--- src/rtl/rr_prio_encoder.sv ---
// Purpose    : registered priority encoder. Fixed mode picks the highest set request bit;
//              round-robin mode scans downward from a rotating pointer.
// Latency    : 1 cycle. The result is registered on the edge that accepts the input.
// Backpressure: valid/ready. in_ready = !out_valid || out_ready, and the held result stays
//              stable while it is stalled.
// Ports:
//   clk, rst_n          - clock (rising edge); asynchronous active-low reset
//   data_in, mode_rr    - request vector and mode (1 = round-robin), qualified by in_valid
//   in_valid, in_ready  - input handshake
//   encoded_out         - index of the winning request
//   onehot_out          - one-hot of the winning request
//   valid_out           - high when at least one request bit was set
//   out_valid, out_ready- output handshake
module rr_prio_encoder #(
  parameter int N     = 8,
  parameter int OUT_W = $clog2(N)
) (
  input  logic             clk,
  input  logic             rst_n,
  input  logic [N-1:0]     data_in,
  input  logic             in_valid,
  output logic             in_ready,
  input  logic             mode_rr,
  output logic [OUT_W-1:0] encoded_out,
  output logic [N-1:0]     onehot_out,
  output logic             valid_out,
  output logic             out_valid,
  input  logic             out_ready
);

  localparam logic [OUT_W-1:0] LP_LAST = OUT_W'(N - 1);

  logic [OUT_W-1:0] r_ptr;
  logic [OUT_W-1:0] r_encoded;
  logic [N-1:0]     r_onehot;
  logic             r_valid_out;
  logic             r_out_valid;

  logic             w_xfer;
  logic             w_any;
  logic [OUT_W-1:0] w_start;
  logic [OUT_W-1:0] w_win;
  logic [N-1:0]     w_onehot;
  logic [OUT_W-1:0] w_ptr_nxt;
  int               w_idx;

  assign in_ready = !r_out_valid || out_ready;
  assign w_xfer   = in_valid && in_ready;
  assign w_any    = |data_in;

  // Fixed priority is a downward scan that starts at N-1, so both modes share one
  // scanner. Positions are visited from farthest to nearest and the last hit wins,
  // which leaves the position closest to the start as the winner. The wrap uses
  // modulo N arithmetic, so a non-power-of-2 N never produces an index above N-1.
  always_comb begin
    w_start = mode_rr ? r_ptr : LP_LAST;
    w_win   = '0;
    w_idx   = 0;
    for (int k = N - 1; k >= 0; k--) begin
      w_idx = int'(w_start) - k;
      if (w_idx < 0) begin
        w_idx = w_idx + N;
      end
      if (data_in[w_idx[OUT_W-1:0]]) begin
        w_win = w_idx[OUT_W-1:0];
      end
    end
  end

  always_comb begin
    w_onehot = '0;
    if (w_any) begin
      w_onehot[w_win] = 1'b1;
    end
  end

  // After a round-robin grant, the next scan starts just below the winner.
  // Index 0 wraps to N-1.
  assign w_ptr_nxt = (w_win == '0) ? LP_LAST : (w_win - 1'b1);

  always_ff @(posedge clk or negedge rst_n) begin
    if (!rst_n) begin
      r_ptr       <= LP_LAST;
      r_encoded   <= '0;
      r_onehot    <= '0;
      r_valid_out <= 1'b0;
      r_out_valid <= 1'b0;
    end else begin
      if (w_xfer) begin
        r_encoded   <= w_win;
        r_onehot    <= w_onehot;
        r_valid_out <= w_any;
        r_out_valid <= 1'b1;
        if (mode_rr && w_any) begin
          r_ptr <= w_ptr_nxt;
        end
      end else if (out_ready) begin
        r_out_valid <= 1'b0;
      end
    end
  end

  assign encoded_out = r_encoded;
  assign onehot_out  = r_onehot;
  assign valid_out   = r_valid_out;
  assign out_valid   = r_out_valid;

endmodule
--- config.mk ---
export PLATFORM = sky130hd
export DESIGN_NAME = rr_prio_encoder
export DESIGN_NICKNAME = d
export VERILOG_FILES = /design/src/rtl/rr_prio_encoder.sv
export SDC_FILE = /design/constraint.sdc
export NUM_CORES = 1
export LEC_CHECK = 0
export CORE_MARGIN = 5
export CORE_UTILIZATION = 25
export DETAILED_ROUTE_END_ITERATION = 10
export DONT_BUFFER_PORTS = 1
export HOLD_SLACK_MARGIN = 0.02
export PLACE_DENSITY = 0.48
export SYNTH_ARGS = -nofsm -noshare
export SYNTH_HDL_FRONTEND = slang
export SYNTH_SLANG_ARGS = --single-unit
--- constraint.sdc ---
create_clock -name clk -period 5.4 [get_ports clk]
set_input_delay 0.81 -clock clk [delete_from_list [all_inputs] [get_ports clk]]
set_output_delay 0.81 -clock clk [all_outputs]
set_load 0.02 [all_outputs]
After elaboration in Yosys (flattened, before gate mapping)
Index checks and enable logic that the tools add are counted.
{ "word_totals": {"wordCells": 87, "register_bits": 16, "inputBits": 13, "output_inout_bits": 14} }
{ "classes": {"n_reduce_logical": 9, "add_sub_neg": 16, "order_cmp": 18, "muxes": 39} }
{ "op_table": {"columns": ["operator", "count"], "rows": [
  ["$mux 3", 18],
  ["$lt 3x4->1 const B", 9],
  ["$lt 4x1->1 const B", 7],
  ["$add 3x1->3 const B", 8],
  ["$bmux 1 s3", 8],
  ["$sub 3x3->4 const B", 4],
  ["$mux 1", 11],
  ["$mux 8", 1],
  ["$reduce_or 8->1", 1],
  ["$sub 3x2->4 const B", 2],
  ["$sub 3x1->4 const B", 1],
  ["$demux 1 s3", 1],
  ["$ge 3x1->1 const B", 1],
  ["$logic_and 1x1->1", 3],
  ["$logic_not 3->1", 1],
  ["$lt 3x1->1 const B", 1],
  ["$sub 3x1->3 const B", 1],
  ["$reduce_and 2->1", 1],
  ["$reduce_bool 2->1", 1],
  ["$logic_not 1->1", 1],
  ["$logic_or 1x1->1", 1]
]} }

Logic depth before layout (Yosys ltp)
{ "logic_depth": {"word_depth": 19, "mapped_depth": 12} }

Worst setup path after synthesis
No wires, ideal clock.
{ "synth_timing": {"kind": "input port to flip-flop", "start": "input mode_rr", "end": "register r_ptr[2]", "t_arrival_ns": 3.530, "stages": 10, "t_required_ns": 5.325, "setup_ns": 0.075, "path_slack_ns": 1.796, "path_buffers": 1, "cell_sequence": "or2b_1 buf_2 clkinv_1 ha_1 inv_1 mux4_2 a2111oi_0 nor3_1 a2111o_1 o211ai_2"} }
{ "synth_via": {"elab_chain_cells": 16, "word_cells_on_any_way": 61} }
{ "synth_rtl": {"columns": ["element", "line_no", "text"], "rows": [
  ["from (decl)", "23", "input logic mode_rr,"],
  ["$mux 3", "56", "w_start = mode_rr ? r_ptr : LP_LAST;"],
  ["$sub 3x3->4", "60", "w_idx = int'(w_start) - k;"],
  ["$lt 4x1->1 / $add 3x1->3 (equally long branches)", "61, 62", null],
  ["$mux 3", "61", "if (w_idx < 0) begin"],
  ["$bmux 1 s3", "64", "if (data_in[w_idx[OUT_W-1:0]]) begin"],
  ["$mux 1 (not written as such)", "64", null],
  ["$mux 3 (8 in series)", "64", null],
  ["$sub 3x1->3 / $logic_not 3->1 (equally long branches)", "79", "assign w_ptr_nxt = (w_win == '0) ? LP_LAST : (w_win - 1'b1);"],
  ["$mux 3", "79", null],
  ["to (signal assigned)", "95", "r_ptr <= w_ptr_nxt;"],
  ["to (decl)", "33", "logic [OUT_W-1:0] r_ptr;"]
]} }
Several ways; a longest one is shown, not always the timed one. The select of a mux whose other input is x is not followed.
A chain may end at the register's enable or synchronous reset.

Worst setup path after layout
{ "layout_timing": {"start": "register r_ptr[1]", "end": "register r_onehot[0] (netlist: onehot_out[0])"} }
{ "layout_via": {"elab_chain_cells": 19, "word_cells_on_any_way": 62} }
{ "layout_rtl": {"columns": ["element", "line_no", "text"], "rows": [
  ["$mux 3 (*)", "56", null],
  ["$sub 3x3->4", "60", null],
  ["$lt 4x1->1 / $add 3x1->3 (equally long branches)", "61, 62", null],
  ["$mux 3", "61", null],
  ["$bmux 1 s3", "64", null],
  ["$mux 1 (not written as such)", "64", null],
  ["$mux 3 (7 in series)", "64", null],
  ["$mux 3 (*)", "64", null],
  ["$lt 3x4->1 (not written as such) / $ge 3x1->1 (equally long branches)", "73", "w_onehot[w_win] = 1'b1;"],
  ["$logic_and 1x1->1 (not written as such)", "73", null],
  ["$mux 1 (not written as such)", "73", null],
  ["$demux 1 s3 (*)", "73", null],
  ["$mux 8 (*)", "72", "if (w_any) begin"],
  ["to (signal assigned)", "91", "r_onehot <= w_onehot;"],
  ["to (decl)", "35", "logic [N-1:0] r_onehot;"]
]} }
Mark *: on every way between the ends. The rest lies on a longest branch, timed or not. The select of a mux whose other input is x is not followed.

==> run_results.csv <==
group,metric,value,unit
timing,relSlewSlack,62.2,%
floorplan,io_pins,27,
cts,clkTransAtPathRegs,70,ps
worst_setup_path,start_kind,"register",
placement,dp_hpwl,3890,um
routing,vias,1522,
cts,cts-root-buf,"clkbuf_8",
timing,min_period_over_period,73.3,%
worst_setup_path,end_kind,"register",
synthesis,async_flop_share,100,%
timing,min_period,3960,ps
finish,final_util,27.5,%
floorplan,fp.dieW,94.0,um
placement,port-buffer-count,0,
routing,drt-vias-per-instance,5.49,
synthesis,syn_avg_cell_area,9.24,um2
cts,cts_resized,0,
finish,fillers,766,
timing,slew_violations,0,
timing,rsz0062_at_grt,"no",
global_route,grt-ovfl-total,0,
global_route,grt_max_degree,19,
global_route,antenna_found_initial,0,
worst_setup_path,path_max_fanout,12,
worst_setup_path,path_class,"register to register",
placement,placed_cells,273,
synthesis,synth-edff-count,0,
cts,cts_tree,"done",
worst_setup_path,cp_data_arrival_time,4100,ps
global_route,grt_use_total,11.7,%
synthesis,yosysSeqAreaShare,22.9,%
cts,htree_levels,1,
synthesis,ys_types,60,
floorplan,dieArea,8840,um2
routing,wl,5050,um
synthesis,syn_inst,191,
synthesis,syn_area,1770,um2
synthesis,yosys_most_used_dff,"dfrtp_1",
pwr,max-vdd-ir-drop,0.132,mV
routing,drtPass1Iterations,4,
synthesis,yosysTopAreaCellShare,18.4,%
status,status,"finished, final reports clean",
cts,cts_sinks,16,
routing,drc,0,
synthesis,synth-seq-cells,16,
finish,antenna_cells,0,
timing,max_freq,253,MHz
timing,tns,0,ps
finish,final_nets,197,
timing,skew,1.36,ps
finish,fin_cells,277,
finish,syn_to_final_growth,6.24,%
floorplan,start_util,25.8,%
floorplan,row_count,30,
global_route,grt_pass1_wl,8320,um
synthesis,synth.most_common_cell,"nand2_1",
synthesis,yosysWarningCount,0,
synthesis,yosys.area.top_type,"dfrtp_1",
synthesis,syn-num-nets,206,
cts,ctsHoldBuffers,0,
routing,ant_nets,0,
cts,clk_latency,250,ps
routing,drt_iter0_drc,136,
floorplan,die_h,94.0,um
worst_setup_path,rr_worst_depth,10,
finish,drive_gt1_share,18.8,%
cts,post_cts_buffers,0,
placement,gp_congestion,0.870,
run,maxCapViolations,0,
pwr,p_leak,0.000737,uW
floorplan,placeableCoreArea,6830,um2
timing,final-setup-viol-count,0,
synthesis,synthTopCellsByArea,"dfrtp_1 (18%), mux4_2 (13%), mux2i_1 (6.8%), nand2_1 (5.7%), mux2_2 (5.1%)",
synthesis,netlist_top_cells_count,"nand2_1 (27), dfrtp_1 (13), mux2i_1 (12), mux4_2 (10), o21ai_0 (10)",
cts,cts_buffer_depth,2,
cts,cts_buffers,3,
timing,tightest_slew,562,ps
worst_hold_path,hold_path_class,"input port to asynchronous set/reset pin",
worst_setup_path,required,5540,ps
global_route,grt_pass1_vias,1482,
pwr,p_per_area,552,nW/um2
timing,finalHoldViolCount,0,
routing,wl_per_cell,18.2,um
[sequential cells by signal (all words and copies together) (netlist names)]
register and cells:
encoded_out 3, r_ptr 3, out_valid 1, onehot_out 8, valid_out 1
[layout make-up]
class                           count  area (um2)  share of cell area (%)
Clock buffer                        4        55.1                    2.94
Multi-Input combinational cell    157        1270                    68.0
Sequential cell                    16         404                    21.5
Inverter                            3        13.8                   0.734
Tap cell                           96         120                    6.40
Timing Repair Buffer                1        7.51                   0.400
[worst max-delay path, cell delays in order (launching register included)]
cell and delay, ps:
dfstp_2 630, or2b_1 410, clkinv_1 350, ha_1 450
inv_1 140, mux4_2 520, o211ai_1 180, a2111oi_0 140
nor3_1 520, a21oi_1 190, a32o_1 300
[layer usage]
metal | vias up | track usage, % | part of all wire (%)
met5 | - | 0 | 0
met1 | 750 | 16.0 | 44
li1 | 716 | - | -
met2 | 46 | 19.3 | 49
met3 | 10 | 1.60 | 4.3
met4 | 0 | 3.37 | 2.5
[path summary, 6_finish.rpt]
| kind | startpoint | end | slack (ps) |
|---|---|---|---|
| max | r_ptr[1] | onehot_out[0] | 1440 |
| min | rst_n | encoded_out[2] | 250 |
| max reg2reg | r_ptr[1] | onehot_out[0] | 1440 |
| min reg2reg | r_ptr[2] | r_ptr[2] | 530 |
| max in group asynchronous | rst_n | r_ptr[2] | 4980 |
| min in group clk | r_ptr[2] | r_ptr[2] | 530 |
[power breakdown]
part	total [uW]	switching [uW]	internal (uW)	leakage [uW]
combinational	651	365	286	0.000511
clock	106	41.8	64.6	0.0000288
sequential	278	105	173	0.000197
total	1040	511	524	0.000737
[through the flow]
step | total power [uW] | instance area [um2] | setup slack [ps] | hold WS [ps]
after floorplan | 794 | 1770 | 1800 | 494
after global placement | 933 | 1820 | 1390 | 515
after detailed placement | 928 | 1820 | 1310 | 515
after CTS | 1040 | 1880 | 1510 | 246
after global routing | 1110 | 1880 | 1220 | 232
final | 1040 | 1880 | 1440 | 250
[cell families after synthesis]
group	synth area share, %
AO/OA/AOI/OAI	26.1
AND/OR/NAND/NOR	16.7
multiplexers	25.5
buffers and inverters	4.89
flip-flops	22.9
XOR/XNOR	2.48
adder cells (fa/ha/maj)	1.42
[placed cells by master (no fill, tap or decap), types with 4 or more instances in the layout]
master    instances
nand2_1          27
dfrtp_1          13
mux2i_1          12
o21ai_0          10
mux4_2           10
mux2_2            8
a21oi_1           7
nor2_1            7
a21o_1            5
nand2b_1          4
nand3_1           4
a22o_1            4
clkbuf_8          4
Power figures use the tool's default switching activity.
==> RTL edit 1, RTL diff (same flow settings) <==
Add an input register stage for `mode_rr`, cleared by the reset; this delays it by one clock. The other inputs are not delayed to match.
--- a/src/rtl/rr_prio_encoder.sv
+++ b/src/rtl/rr_prio_encoder.sv
@@ -30,6 +30,16 @@
 
   localparam logic [OUT_W-1:0] LP_LAST = OUT_W'(N - 1);
 
+  logic mode_rr_q;
+
+  always_ff @(posedge clk or negedge rst_n) begin
+    if (!rst_n) begin
+      mode_rr_q <= '0;
+    end else begin
+      mode_rr_q <= mode_rr;
+    end
+  end
+
   logic [OUT_W-1:0] r_ptr;
   logic [OUT_W-1:0] r_encoded;
   logic [N-1:0]     r_onehot;
@@ -53,7 +63,7 @@
   // which leaves the position closest to the start as the winner. The wrap uses
   // modulo N arithmetic, so a non-power-of-2 N never produces an index above N-1.
   always_comb begin
-    w_start = mode_rr ? r_ptr : LP_LAST;
+    w_start = mode_rr_q ? r_ptr : LP_LAST;
     w_win   = '0;
     w_idx   = 0;
     for (int k = N - 1; k >= 0; k--) begin
@@ -91,7 +101,7 @@
         r_onehot    <= w_onehot;
         r_valid_out <= w_any;
         r_out_valid <= 1'b1;
-        if (mode_rr && w_any) begin
+        if (mode_rr_q && w_any) begin
           r_ptr <= w_ptr_nxt;
         end
       end else if (out_ready) begin
Function: changed (Yosys sat finds a counterexample within 4 cycles, from zero or initial values and one cycle with rst_n low).
==> RTL edit 1 against the unedited design <==
- total power increased by 11%
- setup slack better by 270 ps
- global-route usage is 0.63 points lower
- wire length up 5.7%
- hold slack better by 2.7 ps
- clock power decreased by 14%
- synthesized cell count is 10% higher
- sequential cell count grew 1
- critical path depth did not move
- synthesized area is 6.6% higher
- cell area rose by 3.7%
- via count rose by 11%
==> RTL edit 1: results (changes against the unedited design) <==
Status
  – Status: completed (unchanged)

Synthesis
  – Synth top area cells: sky130_fd_sc_hd__dfrtp_1 19%, sky130_fd_sc_hd__a32o_1 4.3%, sky130_fd_sc_hd__mux2i_1 4.3%, sky130_fd_sc_hd__dfstp_2 4.2%, sky130_fd_sc_hd__a211oi_1 3.2% (was sky130_fd_sc_hd__dfrtp_1 18%, sky130_fd_sc_hd__mux4_2 13%, sky130_fd_sc_hd__mux2i_1 6.8%, sky130_fd_sc_hd__nand2_1 5.7%, sky130_fd_sc_hd__mux2_2 5.1%)
  – Cells after Synth: 211 (was 191)
  – Multiplexer fraction of the synthesized cell area: 10.97% (was 25.51%)
  – Netlist cell types: 70 (was 60)
  – Fraction of the yosys area taken by sequential cells: 22.81% (was 22.89%)
  – Nets in the synthesized netlist: 226 (was 206)

Setup path
  – Delay of the slowest cell on the worst path: 700 ps (was 630 ps)
  – Arrival time at the worst endpoint: 3860 ps (was 4100 ps)
  – Largest fanout on the critical path: 21 (was 12)
  – Cell type of the slowest stage on the worst timing path: sky130_fd_sc_hd__dfrtp_1 (was sky130_fd_sc_hd__dfstp_2)

Place
  – Global placer's final weighted congestion: 0.8684 (was 0.8695)
  – Detailed placement HPWL: 4.095 mm (was 3.890 mm)

Global route
  – GRT met3 Usage: 2.302% (was 1.603%)
  – Fraction of met1 tracks used by global routing: 15.74% (was 15.97%)
  – Tot GR Track Use: 11.12% (was 11.75%)
  – Global-route wire length before repair: 8.749 mm (was 8.321 mm)
  – Largest net degree at the start of global routing: 22 (was 19)
  – Number of global-route vias before repair: 1619 (was 1482)

Power
  – Static leakage power: 0.7309 nW (was 0.7369 nW)
  – Maximum ir drop on the vdd rail: 243.4 uV (was 132.3 uV)

Cells and area
  – Fraction of final layout cells with drive strength greater than 1: 12.44% (was 18.78%)
  – Post-layout net count: 217 (was 197)

Timing
  – Worst slew margin relative to its limit: 59.47% (was 62.23%)
  – Clock Skew: 1.635 ps (was 1.357 ps)

Drt
  – Total wirelength of the detailed-routed design: 5.341 mm (was 5.051 mm)
  – Average routed wire per standard cell: 17.80 um (was 18.23 um)
  – Routed vias/inst: 5.610 (was 5.495)
RTL edit 1: cell count changes after synthesis, moves of 4 or more:
cell / delta
sky130_fd_sc_hd__nor4_1: +4
sky130_fd_sc_hd__a32o_1: +6
sky130_fd_sc_hd__inv_1: +4
sky130_fd_sc_hd__nor3_1: +7
sky130_fd_sc_hd__nand2_1: -11
sky130_fd_sc_hd__mux2i_1: -4
sky130_fd_sc_hd__a21oi_1: +4
sky130_fd_sc_hd__nand3b_1: +4
sky130_fd_sc_hd__mux4_2: -10
sky130_fd_sc_hd__nor2_1: +7
sky130_fd_sc_hd__a211oi_1: +5
sky130_fd_sc_hd__clkbuf_1: -5
RTL edit 1: report_power, final:
part	total (mW)	internal (mW)	switching [mW]
logic	0.756	0.313	0.444
registers	0.305	0.184	0.121
clock network	0.0911	0.0522	0.0389
total	1.15	0.549	0.603
RTL edit 1: path summary, 6_finish.rpt:
path                                start             to  slack (ps)  cells after the start
worst max-delay path            mode_rr_q       r_ptr[1]        1710                     10
worst min-delay path                rst_n  onehot_out[7]         250                      0
worst max register to register  mode_rr_q       r_ptr[1]        1710                     10
worst min register to register   r_ptr[1]       r_ptr[1]         590                      2
max in group asynchronous           rst_n       r_ptr[0]        4970                      0
min in group clk                  mode_rr      mode_rr_q         590                      0
RTL edit 1: area by class of cell:
type | instances | area (um2)
clock buffer | 4 | 45.04
fill | 815 | 5346
inverter | 7 | 33.78
multi-input combinational | 173 | 1314
sequential | 17 | 429.2
tap | 99 | 123.9
RTL edit 1: cell families after synthesis:
kind of cell / count (synthesis)
adder cells (fa/ha/maj): 2
buffers and inverters: 21
XOR/XNOR: 7
flip-flops: 17
AND/OR/NAND/NOR: 74
AO/OA/AOI/OAI: 72
multiplexers: 18
RTL edit 1: worst reg2reg max path: cells and delay by family, from the launching register on:
kind,cells,cell delay (ps)
fa+ha+maj,1,370
buf+inv,1,110
simple gates,3,1050
compound gates,3,580
mux,1,420
xor+xnor,1,370
flops,1,700
RTL edit 1: routing by layer:
layer	part of all wire, %	wire [um]
met1	45	2413
met2	42	2250
met3	9.5	509
met4	3.1	168
met5	0	0
==> RTL edit 2, RTL diff (same flow settings) <==
Made on the original files. Reset style: synchronous (`rst_n`), changed in one clocked block. Comments in the files are not updated.
--- a/src/rtl/rr_prio_encoder.sv
+++ b/src/rtl/rr_prio_encoder.sv
@@ -78,7 +78,7 @@
   // Index 0 wraps to N-1.
   assign w_ptr_nxt = (w_win == '0) ? LP_LAST : (w_win - 1'b1);
 
-  always_ff @(posedge clk or negedge rst_n) begin
+  always_ff @(posedge clk) begin
     if (!rst_n) begin
       r_ptr       <= LP_LAST;
       r_encoded   <= '0;
Function: differs if rst_n is asserted again (counterexample within 4 cycles, from zero or initial values and one cycle with rst_n low); with rst_n held inactive, the same outputs for 10 cycles.
==> RTL edit 2 against the unedited design <==
- setup slack better by 5.0 ps
- sequential cell count is the same
- cell area rose by 9.5%
- core utilization is 0.87 points lower
- wire length increased by 16%
- synthesized area rose by 12%
- cell count increased by 19%
- fmax grew 0.13%
- register-to-register slack improved by 200 ps
- largest cell class unchanged
Power is not compared: it rests on default switching activity, and its combinational part moved more than twofold at a synthesized area within 25%.
==> RTL edit 2: results (changes against the unedited design) <==
Status
  – Status: completed (unchanged)

Setup path
  – Cell type of the slowest stage on the worst timing path: sky130_fd_sc_hd__nor2b_2 (was sky130_fd_sc_hd__dfstp_2)
  – End of the worst register-to-register path: onehot_out[4] (was onehot_out[0])
  – Register-to-register setup slack: 1640 ps (was 1440 ps)
  – Worst reg2reg path startpoint: r_ptr[1] (unchanged)
  – Arrival time at the worst endpoint: 4110 ps (was 4100 ps)
  – Worst setup startpoint: mode_rr (was r_ptr[1])
  – Delay of the slowest cell on the worst path: 530 ps (was 630 ps)

Drt
  – Routed vias/inst: 5.553 (was 5.495)
  – Total routed wire length on the met1 layer: 2.713 mm (was 2.243 mm)
  – Routed length on met3: 511 um (was 215 um)
  – Total wirelength of the detailed-routed design: 5.871 mm (was 5.051 mm)
  – Detailed-routing iteration count for the pre-antenna-repair pass: 5 (was 4)
  – Length of routed met2 wiring: 2.580 mm (was 2.468 mm)

Global route
  – Global routing usage on met2: 18.34% (was 19.34%)
  – GRT met3 Usage: 3.539% (was 1.603%)
  – Largest net degree at the start of global routing: 32 (was 19)
  – Fraction of met1 tracks used by global routing: 16.01% (was 15.97%)
  – Tot GR Track Use: 11.80% (was 11.75%)
  – Global-route wire length before repair: 9.604 mm (was 8.321 mm)

Cells and area
  – Post-layout net count: 243 (was 197)
  – Fraction of final layout cells with drive strength greater than 1: 16.74% (was 18.78%)

CTS
  – Clk pin slew, worst setup/hold paths: 60 ps

Place
  – Detailed placement HPWL: 4.262 mm (was 3.890 mm)
  – Global placer's final weighted congestion: 0.8275 (was 0.8695)
  – Setup slack at placement: 1229 ps (was 1315 ps)

Synthesis
  – Ranking of synthesized cells by instance count: 23 x sky130_fd_sc_hd__nand2_1, 16 x sky130_fd_sc_hd__dfxtp_1, 12 x sky130_fd_sc_hd__a21oi_1, 12 x sky130_fd_sc_hd__mux2i_1, 11 x sky130_fd_sc_hd__clkbuf_1 (was 27 x sky130_fd_sc_hd__nand2_1, 13 x sky130_fd_sc_hd__dfrtp_1, 12 x sky130_fd_sc_hd__mux2i_1, 10 x sky130_fd_sc_hd__mux4_2, 10 x sky130_fd_sc_hd__o21ai_0)
  – Fraction of the yosys area taken by sequential cells: 16.20% (was 22.89%)
  – Netlist cell types: 72 (was 60)
  – Predominant post-synthesis flop cell: sky130_fd_sc_hd__dfxtp_1 (was sky130_fd_sc_hd__dfrtp_1)

Hold path
  – Class of the most critical hold timing path: reg2reg (was in2async)

Timing
  – Clock Skew: 6.026 ps (was 1.357 ps)
  – Worst slew margin relative to its limit: 53.70% (was 62.23%)
[RTL edit 2: kinds of logic after synthesis]
logic type	count (synthesis)	synth area share, %
AO/OA/AOI/OAI	87	34.49
AND/OR/NAND/NOR	74	20.63
buffers and inverters	34	7.975
multiplexers	25	16.33
flip-flops	16	16.20
XOR/XNOR	7	3.101
adder cells (fa/ha/maj)	2	1.266
[RTL edit 2: per-stage QoR]
stage | hold slack, ps | area, um2 | instances | power (mW)
2_1_floorplan | 532.1 | 1977 | 245 | 0.3120
6_report | 563.4 | 2054 | 329 | 0.4412
4_1_cts | 569.2 | 2054 | 329 | 0.4445
5_1_grt | 580.3 | 2054 | 329 | 0.4715
3_5_place_dp | 552.2 | 1999 | 325 | 0.3370
3_3_place_gp | 554.2 | 1999 | 325 | 0.3396
[RTL edit 2: final cells by class]
cell class                      count  share of cell area, %
Inverter                           10                  1.827
Sequential cell                    16                  15.59
Tap cell                          102                  6.212
Clock buffer                        4                  2.680
Multi-Input combinational cell    195                  72.96
Timing Repair Buffer                2                 0.7308
